## src/rtl/keypad_pkg.sv

```systemverilog
// keypad_pkg: shared definitions for the 4x4 elevator keypad scan path.
//   NUM_COLS / NUM_ROWS : keypad geometry (fixed at 4x4)
//   key_code_t          : {col, row} key code handed to the request logic
//   scan_state_t        : column-slot phase (SETTLE, SAMPLE)
//   lowest_set()        : index of the lowest set bit of a row vector
package keypad_pkg;

    localparam int unsigned NUM_COLS = 4;
    localparam int unsigned NUM_ROWS = 4;

    typedef struct packed {
        logic [1:0] col;
        logic [1:0] row;
    } key_code_t;

    typedef enum logic [0:0] {
        SETTLE = 1'b0,
        SAMPLE = 1'b1
    } scan_state_t;

    function automatic logic [1:0] lowest_set(input logic [NUM_ROWS-1:0] v);
        logic [1:0] idx;
        logic       found;
        idx   = '0;
        found = 1'b0;
        for (int unsigned i = 0; i < NUM_ROWS; i++) begin
            if (v[i] && !found) begin
                idx   = 2'(i);
                found = 1'b1;
            end
        end
        return idx;
    endfunction

endpackage

```

## src/rtl/keypad_col_sequencer.sv

```systemverilog
// keypad_col_sequencer: drives the keypad columns one-hot and times each
// column slot as SETTLE_CYCLES of line settling followed by SAMPLE_CYCLES
// with the edge-detect enable high.
//   clk, rst   : clock, asynchronous active-high reset
//   col        : one-hot column drive (registered)
//   col_idx    : binary index of the driven column
//   en         : edge-detect enable, high only in SAMPLE (registered)
//   slot_last  : high on the final SAMPLE cycle of the current slot
module keypad_col_sequencer
    import keypad_pkg::*;
#(
    parameter int unsigned SETTLE_CYCLES = 2,
    parameter int unsigned SAMPLE_CYCLES = 4
) (
    input  logic                clk,
    input  logic                rst,
    output logic [NUM_COLS-1:0] col,
    output logic [1:0]          col_idx,
    output logic                en,
    output logic                slot_last
);

    localparam int unsigned MAXC = (SETTLE_CYCLES > SAMPLE_CYCLES) ? SETTLE_CYCLES : SAMPLE_CYCLES;
    localparam int unsigned CW   = (MAXC > 1) ? $clog2(MAXC) : 1;
    localparam logic [CW-1:0] SETTLE_LAST = CW'(SETTLE_CYCLES - 1);
    localparam logic [CW-1:0] SAMPLE_LAST = CW'(SAMPLE_CYCLES - 1);

    scan_state_t   state;
    logic [CW-1:0] cnt;

    assign slot_last = (state == SAMPLE) && (cnt == SAMPLE_LAST);

    always_ff @(posedge clk or posedge rst) begin
        if (rst) begin
            state   <= SETTLE;
            cnt     <= '0;
            col     <= NUM_COLS'(1);
            col_idx <= '0;
            en      <= 1'b0;
        end else begin
            case (state)
                SETTLE: begin
                    if (cnt == SETTLE_LAST) begin
                        state <= SAMPLE;
                        cnt   <= '0;
                        en    <= 1'b1;
                    end else begin
                        cnt <= cnt + 1'b1;
                    end
                end
                SAMPLE: begin
                    if (cnt == SAMPLE_LAST) begin
                        // column advances on the same edge that re-enters SETTLE
                        state   <= SETTLE;
                        cnt     <= '0;
                        en      <= 1'b0;
                        col     <= {col[NUM_COLS-2:0], col[NUM_COLS-1]};
                        col_idx <= col_idx + 2'd1;
                    end else begin
                        cnt <= cnt + 1'b1;
                    end
                end
                default: begin
                    state <= SETTLE;
                    cnt   <= '0;
                    en    <= 1'b0;
                end
            endcase
        end
    end

endmodule

```

## src/rtl/keypad_scanner.sv

```systemverilog
// keypad_scanner: scans a 4x4 keypad, suppresses repeats from held keys and
// hands one key code at a time to the request logic over valid/ready.
//   clk, rst      : clock, asynchronous active-high reset
//   col           : one-hot column drive
//   en            : enable to the per-column edge-detect stage
//   row           : synchronized raw row levels (high = pressed)
//   button_pulse  : per-row rising-edge pulses from the edge-detect stage
//   key_code      : {col_idx, row_idx} of the buffered key
//   key_valid     : key_code holds an unconsumed key
//   key_ready     : consumer accepts key_code this cycle
module keypad_scanner
    import keypad_pkg::*;
#(
    parameter int unsigned SETTLE_CYCLES = 2,
    parameter int unsigned SAMPLE_CYCLES = 4
) (
    input  logic                clk,
    input  logic                rst,
    output logic [NUM_COLS-1:0] col,
    output logic                en,
    input  logic [NUM_ROWS-1:0] row,
    input  logic [NUM_ROWS-1:0] button_pulse,
    output logic [3:0]          key_code,
    output logic                key_valid,
    input  logic                key_ready
);

    logic [1:0]          col_idx;
    logic                slot_last;
    logic [NUM_ROWS-1:0] held [NUM_COLS];
    logic [NUM_ROWS-1:0] cand;
    logic [NUM_ROWS-1:0] held_next;
    logic [1:0]          row_sel;
    logic                accept;
    key_code_t           code_q;

    keypad_col_sequencer #(
        .SETTLE_CYCLES (SETTLE_CYCLES),
        .SAMPLE_CYCLES (SAMPLE_CYCLES)
    ) u_seq (
        .clk       (clk),
        .rst       (rst),
        .col       (col),
        .col_idx   (col_idx),
        .en        (en),
        .slot_last (slot_last)
    );

    // en doubles as the SAMPLE qualifier for incoming pulses
    assign cand    = button_pulse & ~held[col_idx] & {NUM_ROWS{en}};
    assign row_sel = lowest_set(cand);
    assign accept  = (|cand) && (!key_valid || key_ready);

    // release mask first, then the newly accepted bit so it wins on a tie
    always_comb begin
        held_next = held[col_idx];
        if (slot_last) begin
            held_next = held_next & row;
        end
        if (accept) begin
            held_next[row_sel] = 1'b1;
        end
    end

    always_ff @(posedge clk or posedge rst) begin
        if (rst) begin
            for (int unsigned i = 0; i < NUM_COLS; i++) begin
                held[i] <= '0;
            end
            code_q    <= '0;
            key_valid <= 1'b0;
        end else begin
            held[col_idx] <= held_next;
            if (accept) begin
                code_q    <= '{col: col_idx, row: row_sel};
                key_valid <= 1'b1;
            end else if (key_valid && key_ready) begin
                key_valid <= 1'b0;
            end
        end
    end

    assign key_code = code_q;

endmodule

```

## config.mk

```make
export PLATFORM = sky130hd
export DESIGN_NAME = keypad_scanner
export DESIGN_NICKNAME = d
export VERILOG_FILES = /design/src/rtl/keypad_pkg.sv /design/src/rtl/keypad_col_sequencer.sv /design/src/rtl/keypad_scanner.sv
export SDC_FILE = /design/constraint.sdc
export NUM_CORES = 1
export LEC_CHECK = 0
export CORE_AREA = 2 2 48 72
export CTS_CLUSTER_DIAMETER = 100
export CTS_CLUSTER_SIZE = 30
export DETAILED_ROUTE_END_ITERATION = 8
export DIE_AREA = 0 0 50 74
export PLACE_DENSITY = 0.76
export SETUP_SLACK_MARGIN = 0.02
export SYNTH_ARGS = -nofsm -noshare
export SYNTH_HDL_FRONTEND = slang
export SYNTH_SLANG_ARGS = --single-unit
```

## constraint.sdc

```tcl
create_clock -name clk -period 2.3 [get_ports clk]
set_input_delay 0.69 -clock clk [delete_from_list [all_inputs] [get_ports clk]]
set_output_delay 0.69 -clock clk [all_outputs]
set_load 0.005 [all_outputs]
```

**After elaboration in Yosys (flattened, before gate mapping)**

Index checks and enable logic that the tools add are counted.

- Memories: 0
- Output and inout bits: 10
- Word-level logic and storage cells: 73
- Bits in latches: 0
- Input port bits: 11
- Flip-flop bits (word level): 31
- RAM bits: 0
- Memory bits (read-only): 0

- Multiplexer cells: 27
- Order comparisons: 4
- Add/subtract/negate cells: 2
- $mul: 0
- Eq/ne operators: 4
- Bitwise gates (word level): 7
- Divide/modulo/power cells: 0
- Reduce and logical (&&, ||, !) cells: 17
- Shift operators: 0

Operators by type and width:

| kind | count |
|---|---|
| 4-bit two-way mux | 5 |
| 16-bit bitwise mux | 1 |
| 4-bit bitwise AND | 3 |
| 1-bit two-way mux | 11 |
| 4-bit binary-select mux with 2-bit select | 1 |
| 4-bit demux with 2-bit select | 1 |
| 1-bit logical AND | 8 |
| 2-bit two-way mux | 4 |
| 2-bit by 1-bit adder with 2-bit output, second input constant | 2 |
| 1-bit logical NOT | 4 |
| 4-bit inverter | 1 |
| 4-bit bitwise OR | 1 |
| 1-bit case mux with 2 select lines | 2 |
| 2-bit case mux with 2 select lines | 1 |
| 2-bit AND reduction | 2 |
| 4-bit OR reduction | 1 |
| 3-bit greater-or-equal comparator, second input constant | 1 |
| 2-bit by 3-bit less-than comparator with 1-bit output, second input constant | 1 |
| 3-bit by 1-bit less-than comparator with 1-bit output, second input constant | 1 |
| 2-bit inverter with 3-bit output | 1 |
| 1-bit demux with 2-bit select | 1 |
| 2-bit by 1-bit == test with 1-bit output, second input constant | 1 |
| 2-bit == test, second input constant | 1 |
| 2-bit by 1-bit greater-or-equal comparator with 1-bit output, second input constant | 1 |
| 5 further kinds | 5 |

**Longest topological paths before layout**

Gate-level depths: netlist (run 1).

- Depth after elaboration: 24
- Gate-level depth with buffers: 6

**Modules after synthesis**

A second synthesis (run 1) with hierarchy kept.

- Cells, all modules: 130
- Area, all modules: 1561.5 sq um

Modules (own cells, without submodules):

| module | area each (sq um) | cells each | instances | sequential area each (sq um) |
|---|---|---|---|---|
| keypad_scanner | 1121.1 | 98 | 1 | 525.5 |
| keypad_col_sequencer | 440.4 | 32 | 1 | 251.5 |

**Least setup slack after synthesis (run 1)**

OpenSTA, ideal clock, no wires.

- Kind: reg2reg
- Start: register u_seq.col_idx[1]
- End: register code_q, in the netlist key_code[2]
- Arrival: 1647 ps
- Path buffers: 1
- Path slack: 528 ps
- Stages on the path, launching flop included: 7
- Setup time: 125 ps
- Cells stage by stage: dfrtp_1 -> buf_6 -> mux2_2 -> o22ai_4 -> nor2_1 -> o21ai_2 -> mux2_2

- Cells in the longest elaborated chain, start to end: 9

RTL lines:

| item | line | RTL |
|---|---|---|
| from (decl) | keypad_col_sequencer.sv:18 | `output logic [1:0] col_idx,` |
| from (signal assigned) | keypad_col_sequencer.sv:58 | `col_idx <= col_idx + 2'd1;` |
| 2-bit inverter with 3-bit output (not written as such) | keypad_scanner.sv:50 | `assign cand = button_pulse & ~held[col_idx] & {NUM_ROWS{en}};` |
| 4-bit binary-select mux with 2-bit select | keypad_scanner.sv:50 |  |
| 4-bit two-way mux (not written as such) (2 in a row) | keypad_scanner.sv:50 |  |
| 4-bit inverter | keypad_scanner.sv:50 |  |
| 4-bit bitwise AND (2 in a row) | keypad_scanner.sv:50 |  |
| 4-bit OR reduction | keypad_scanner.sv:52 | `assign accept = (\|cand) && (!key_valid \|\| key_ready);` |
| 1-bit logical AND | keypad_scanner.sv:52 |  |
| to (signal assigned) | keypad_scanner.sv:75 | `code_q <= '{col: col_idx, row: row_sel};` |
| to (decl) | keypad_scanner.sv:35 | `key_code_t code_q;` |

Every way passes these cells. The select of a mux whose other input is x is not followed.
A chain may end at the register's enable or synchronous reset.

**Worst setup path in the final report (run 1)**

- Start: register u_seq.en
- End: output port en

RTL lines:

| item | line | RTL |
|---|---|---|
| from (decl) | keypad_col_sequencer.sv:19 | `output logic en,` |
| from (signal assigned) | keypad_col_sequencer.sv:39 | `en <= 1'b0;` |
| from (signal assigned) | keypad_col_sequencer.sv:46 | `en <= 1'b1;` |
| from (signal assigned) | keypad_col_sequencer.sv:56 | `en <= 1'b0;` |
| to (decl) | keypad_scanner.sv:20 | `output logic en,` |

No word-level cell between the ends.

==> impl_metrics.json, run 1 <==
{
  "outcome": "complete, no violations",
  "synth_top_area_share_pct": 46.7,
  "rsz0062_at_grt": "no",
  "path_cells": "clkdlybuf4s50_1",
  "arrival_ns": 1.42,
  "period_share_pct": 91.6,
  "drt_iter0_markers": 40,
  "ys_async_sr_fraction_pct": 100,
  "critical_path.slowest_cell": "clkdlybuf4s50_1",
  "r2r_setup_slack_ns": 0.21,
  "area_growth_pct": 22.7,
  "nets": 189,
  "synth_edf_count": 0,
  "place_congestion": 0.829,
  "htreeDepth": 2,
  "finalMaxSlewViolations": 0,
  "grt_usage_pct": 20.2,
  "pwr-share-comb_pct": 15.5,
  "core_mm2": 0.00310,
  "grt_start_max_net_pins": 32,
  "finalHoldViolations": 0,
  "worst_ep_required_time_ns": 1.61,
  "overflow": 0,
  "die_h_um": 74,
  "period_minus_slack_ns": 2.11,
  "synth-seq-cells": 31,
  "portBuffers": 20,
  "cp-end-kind": "output pin",
  "clockRootBuffer": "clkbuf_8",
  "vdd_drop_max_v": 0.000438,
  "clockBufferDepth": 2,
  "layout-drive-gt1-share_pct": 25.6,
  "tns_ns": 0,
  "numCtsBuffers": 5,
  "synth_area_leader_cell": "dfrtp_1",
  "drc": 0,
  "via_count": 1167,
  "p_switching_mw": 0.306,
  "dieWidth_um": 50,
  "synth.avg_cell_area_um2": 11.3,
  "path_buf_inv": 1,
  "powerDensity_mw_per_mm2": 654,
  "crit_fanout": 12,
  "clock_latency_ns": 0.28,
  "internal-power_mw": 0.985,
  "start_kind": "flop",
  "cts_tree": "yes",
  "ant_nets": 0,
  "syn_inst": 142,
  "n_antenna_cell": 0,
  "max_slew_margin_pct": 62.1,
  "fillers": 232,
  "setup_violations": 0,
  "synthTopCellsByArea": "dfrtp_1 (47%), mux2_2 (14%), ha_1 (5.4%)",
  "wirelength_um": 3370,
  "switching_share_pct": 23.7,
  "fin_skew_ns": 0.00499,
  "post_cts_buffers": 0,
  "drv_cap": 0,
  "clk_pin_slew_ns": 0.06,
  "synthFlopType": "dfrtp_1",
  "p_clk_share_pct": 35.7,
  "max_freq_ghz": 0.474,
  "fin_util_pct": 63.8,
  "start_util_pct": 52.0,
  "wl_per_cell_um": 15.9,
  "synth.most_common_cell": "dfrtp_1",
  "antenna_found_initial": 0,
  "vias_per_cell": 5.50,
  "p_leak_nw": 0.882,
  "synth_commonest_cells": "dfrtp_1 (30), mux2_2 (20), nor2_1 (19)",
  "tightest_slew_ns": 0.568,
  "synthesis.nets": 160,
  "crit_family": "buffers and inverters",
  "grt_pass1_vias": 1219,
  "grt_pass1_wl_um": 5580,
  "max_stage_delay_ns": 0.58,
  "dr.pass1.iters": 4,
  "hp-class": "flop to flop",
  "crit_type": "flop to output pin",
  "postCtsResizedCells": 0,
  "ys_seq_area_share_pct": 48.3,
  "synth.distinct_cells": 35,
  "rows": 25,
  "power.total_mw": 1.29,
  "yosys_warnings": 0,
  "cts_sinks": 31,
  "cts_hold_buf": 0,
  "num_io_pins": 21,
  "die-area_mm2": 0.00370,
  "post-dp-hpwl_um": 2520,
  "p_seq_share_pct": 48.8,
  "syn_area_mm2": 0.00161
}
## metrics by stage
stage	hold WS, ns	cell area (µm²)	std cells	worst slack, ns
5_1_grt	0.527	1970	212	0.120
4_1_cts	0.495	1970	212	0.192
2_1_floorplan	0.471	1610	142	0.528
3_3_place_gp	0.479	1870	204	0.0462
6_report	0.490	1970	212	0.192
3_5_place_dp	0.480	1870	204	-0.0153
## final timing paths
path	from	endpoint	depth (start not counted)
worst min register to register	key_code[0]	key_code[0]	1
max in group asynchronous	rst	u_seq.col[0]	3
worst min-delay path	key_code[0]	key_code[0]	1
worst max register to register	u_seq.col_idx[1]	key_code[3]	5
min in group asynchronous	rst	u_seq.en	3
worst max-delay path	u_seq.en	en	1
## routing by layer
metal / wire, µm / GRT usage (%) / share of wire [%]
met4: 50 / 8.33 / 1.5
met5: 0 / 0 / 0
met3: 111 / 4.02 / 3.3
met2: 1850 / 36.7 / 55
met1: 1360 / 22.9 / 40
## cell usage in the layout, fill, tap and decap left out, types with 4 or more instances in the layout
cell type	count
a21oi_1	12
buf_4	6
mux2_2	20
o21ai_0	5
ha_1	7
dfrtp_1	30
mux2i_1	6
inv_1	7
clkbuf_8	7
clkdlybuf4s50_1	20
nand2_1	4
nor2_1	19
## power groups by stage
stage | clock (mW) | combinational (mW) | sequential (mW)
floorplan | 0 | 0.112 | 0.634
global route | 0.490 | 0.221 | 0.638
CTS | 0.478 | 0.203 | 0.630
finish | 0.461 | 0.200 | 0.630
global placement | 0 | 0.195 | 0.636
detailed placement | 0 | 0.202 | 0.640
## flip-flops by register name, indices dropped and copies added, names as in the netlist, named ones only
name	flops
u_seq.en	1
held	16
u_seq.col_idx	2
u_seq.col	4
u_seq.cnt	2
key_valid	1
key_code	4
## cell type report
| class | count | area, µm² | area share [%] |
|---|---|---|---|
| clock buffers | 8 | 100 | 5.07 |
| repair buffers | 26 | 245 | 12.4 |
| multi-input cells | 99 | 772 | 39.1 |
| inverters | 8 | 30.0 | 1.52 |
| flip-flops and latches | 31 | 777 | 39.4 |
| well taps | 40 | 50.0 | 2.53 |
## kinds of logic after synthesis
logic type | synth area share, %
AOI/OAI and AO/OA | 13.4
muxes | 17.7
xor gates and xnor gates | 0.544
adders and majority gates | 5.44
DFF | 48.3
buffers and inverters | 3.73
and+or+nand+nor | 10.9
Power figures use the tool's default switching activity.
==> inputs of run 2 (changes only) <==
HOLD_SLACK_MARGIN = 0.03   (was default)
==> results of run 2 <==
No change in the layout: final DEF, timing and power equal those of run 1.
==> inputs of run 3 (changes only) <==
CORE_AREA = 2 2 47 71   (was 2 2 48 72)
DIE_AREA = 0 0 49 73   (was 0 0 50 74)
PLACE_DENSITY = 0.77   (was 0.76)
SYNTH_HIERARCHICAL = 1   (was default)
==> run 3 against run 2 <==
Die area shrank 3.3%. Fmax shrank 0.62%. First-iteration DRC count shrank 25%. Combinational power shrank 8%.
==> impl_metrics.json, run 3 <==
{
  "clock_latency_ns": 0.29,
  "synth.distinct_cells": 37,
  "ant_nets": 0,
  "synth_commonest_cells": "dfrtp_1 (30), nand2_1 (12), inv_1 (10)",
  "period_minus_slack_ns": 2.12,
  "rows": 25,
  "final-seq-area_um2": 777,
  "max_slew_margin_pct": 59.0,
  "grt_pass1_wl_um": 5360,
  "start_kind": "flop",
  "clockRootBuffer": "clkbuf_8",
  "clockBufferDepth": 2,
  "post_cts_buffers": 0,
  "finalHoldViolations": 0,
  "postCtsResizedCells": 0,
  "cts_hold_buf": 0,
  "synthFlopType": "dfrtp_1",
  "htreeDepth": 2,
  "core_mm2": 0.00303,
  "crit_fanout": 10,
  "nets": 170,
  "vias_per_cell": 5.50,
  "syn_area_mm2": 0.00156,
  "die_h_um": 73,
  "outcome": "complete, no violations",
  "arrival_ns": 2.30,
  "synthesis.nets": 144,
  "numCtsBuffers": 5,
  "ys_seq_area_share_pct": 49.8,
  "worst_ep_required_time_ns": 2.48,
  "hp-class": "flop to flop",
  "powerDensity_mw_per_mm2": 681,
  "crit_type": "flop to flop",
  "wl_per_cell_um": 15.8,
  "vdd_drop_max_v": 0.000486,
  "via_count": 1084,
  "clk_pin_slew_ns": 0.06,
  "synth.most_common_cell": "dfrtp_1",
  "dr.pass1.iters": 4,
  "place_congestion": 0.782,
  "synth.avg_cell_area_um2": 12.0,
  "cts_tree": "yes",
  "dieWidth_um": 49,
  "grt_pass1_vias": 1162,
  "power.total_mw": 1.30,
  "start_util_pct": 51.5,
  "drv_cap": 0,
  "grt_start_max_net_pins": 22,
  "finalMaxSlewViolations": 0,
  "fin_skew_ns": 0.00540,
  "syn_inst": 130,
  "synth_area_leader_cell": "dfrtp_1",
  "ys_async_sr_fraction_pct": 100,
  "cts_sinks": 31,
  "multi_input_area_um2": 703,
  "largest_reg_flops": 16,
  "area_growth_pct": 22.4,
  "drc": 0,
  "grt_usage_pct": 20.4,
  "layout_commonest_cell": "dfrtp_1",
  "period_share_pct": 92.2,
  "layout-drive-gt1-share_pct": 19.7,
  "die-area_mm2": 0.00358,
  "drt_iter0_markers": 30,
  "n_antenna_cell": 0,
  "post-dp-hpwl_um": 2310,
  "fillers": 263,
  "final_cell_mix": "dfrtp_1 (30), clkdlybuf4s50_1 (20), nand2_1 (12), inv_1 (10), a22o_1 (9)",
  "setup_violations": 0,
  "synth_edf_count": 0,
  "portBuffers": 20,
  "hold_ws_ns": 0.484,
  "max_freq_ghz": 0.471,
  "cp-end-kind": "flop",
  "wirelength_um": 3120,
  "synthTopCellsByArea": "dfrtp_1 (48%), mux4_2 (5.8%), a22o_1 (5.0%)",
  "top_register": "held",
  "synth_top_area_share_pct": 48.1,
  "antenna_found_initial": 0,
  "overflow": 0,
  "num_io_pins": 21,
  "rsz0062_at_grt": "no",
  "yosys_warnings": 6,
  "tns_ns": 0,
  "p_leak_nw": 0.835,
  "tightest_slew_ns": 0.614,
  "synth-seq-cells": 31
}
## run 3: path summary, 6_finish.rpt
kind / startpoint / to / slack (ns) / cells after the start
max reg2reg: u_seq/col_idx[0] / held[2] / 0.18 / 5
max: u_seq/col_idx[0] / held[2] / 0.18 / 5
max in group asynchronous: rst / u_seq/col[0] / 1.27 / 2
min reg2reg: held[0] / held[0] / 0.48 / 2
min: held[0] / held[0] / 0.48 / 2
min in group asynchronous: rst / u_seq/col[2] / 0.71 / 2
## run 3: report_power, final
group	switching (mW)	internal (mW)	total, mW
clock	0.203	0.273	0.476
sequential	0.0346	0.607	0.642
combinational	0.0662	0.117	0.184
## run 3: through the flow
step                utilization [%]  area (µm²)  std cells  setup slack (ns)
global route                   63.0        1910        197            0.0742
detailed placement             59.7        1810        189             0.108
global placement               59.7        1810        189             0.160
finish                         63.0        1910        197             0.179
CTS                            63.0        1910        197             0.158
floorplan                         -        1560        130             0.461
## run 3: kinds of logic after synthesis
group,Yosys count,synth area share [%]
DFF,31,49.8
adders and majority gates,3,2.40
xor gates and xnor gates,2,1.12
buffers and inverters,17,5.21
muxes,13,13.0
and+or+nand+nor,37,14.5
AOI/OAI and AO/OA,27,14.0
## run 3: area by class of cell
type	count	share of cell area (%)
Sequential cell	31	40.6
Clock buffer	8	5.24
Inverter	11	2.29
Timing Repair Buffer	25	12.4
Multi-Input combinational cell	82	36.8
Tap cell	40	2.62
## run 3: per-layer routing
| layer | up-vias | global-route usage, % | wire, µm |
|---|---|---|---|
| met5 | - | 0 | 0 |
| met4 | 0 | 9.52 | 64 |
| met3 | 6 | 6.97 | 186 |
| met2 | 40 | 37.3 | 1680 |
| met1 | 524 | 20.7 | 1190 |
| li1 | 514 | - | - |
## run 3: critical path, cell delays in order (launching register included)
cell     delay, ns
dfrtp_1       0.64
mux4_2        0.61
o22ai_2       0.27
nor3_1        0.10
buf_4         0.16
a32o_1        0.24
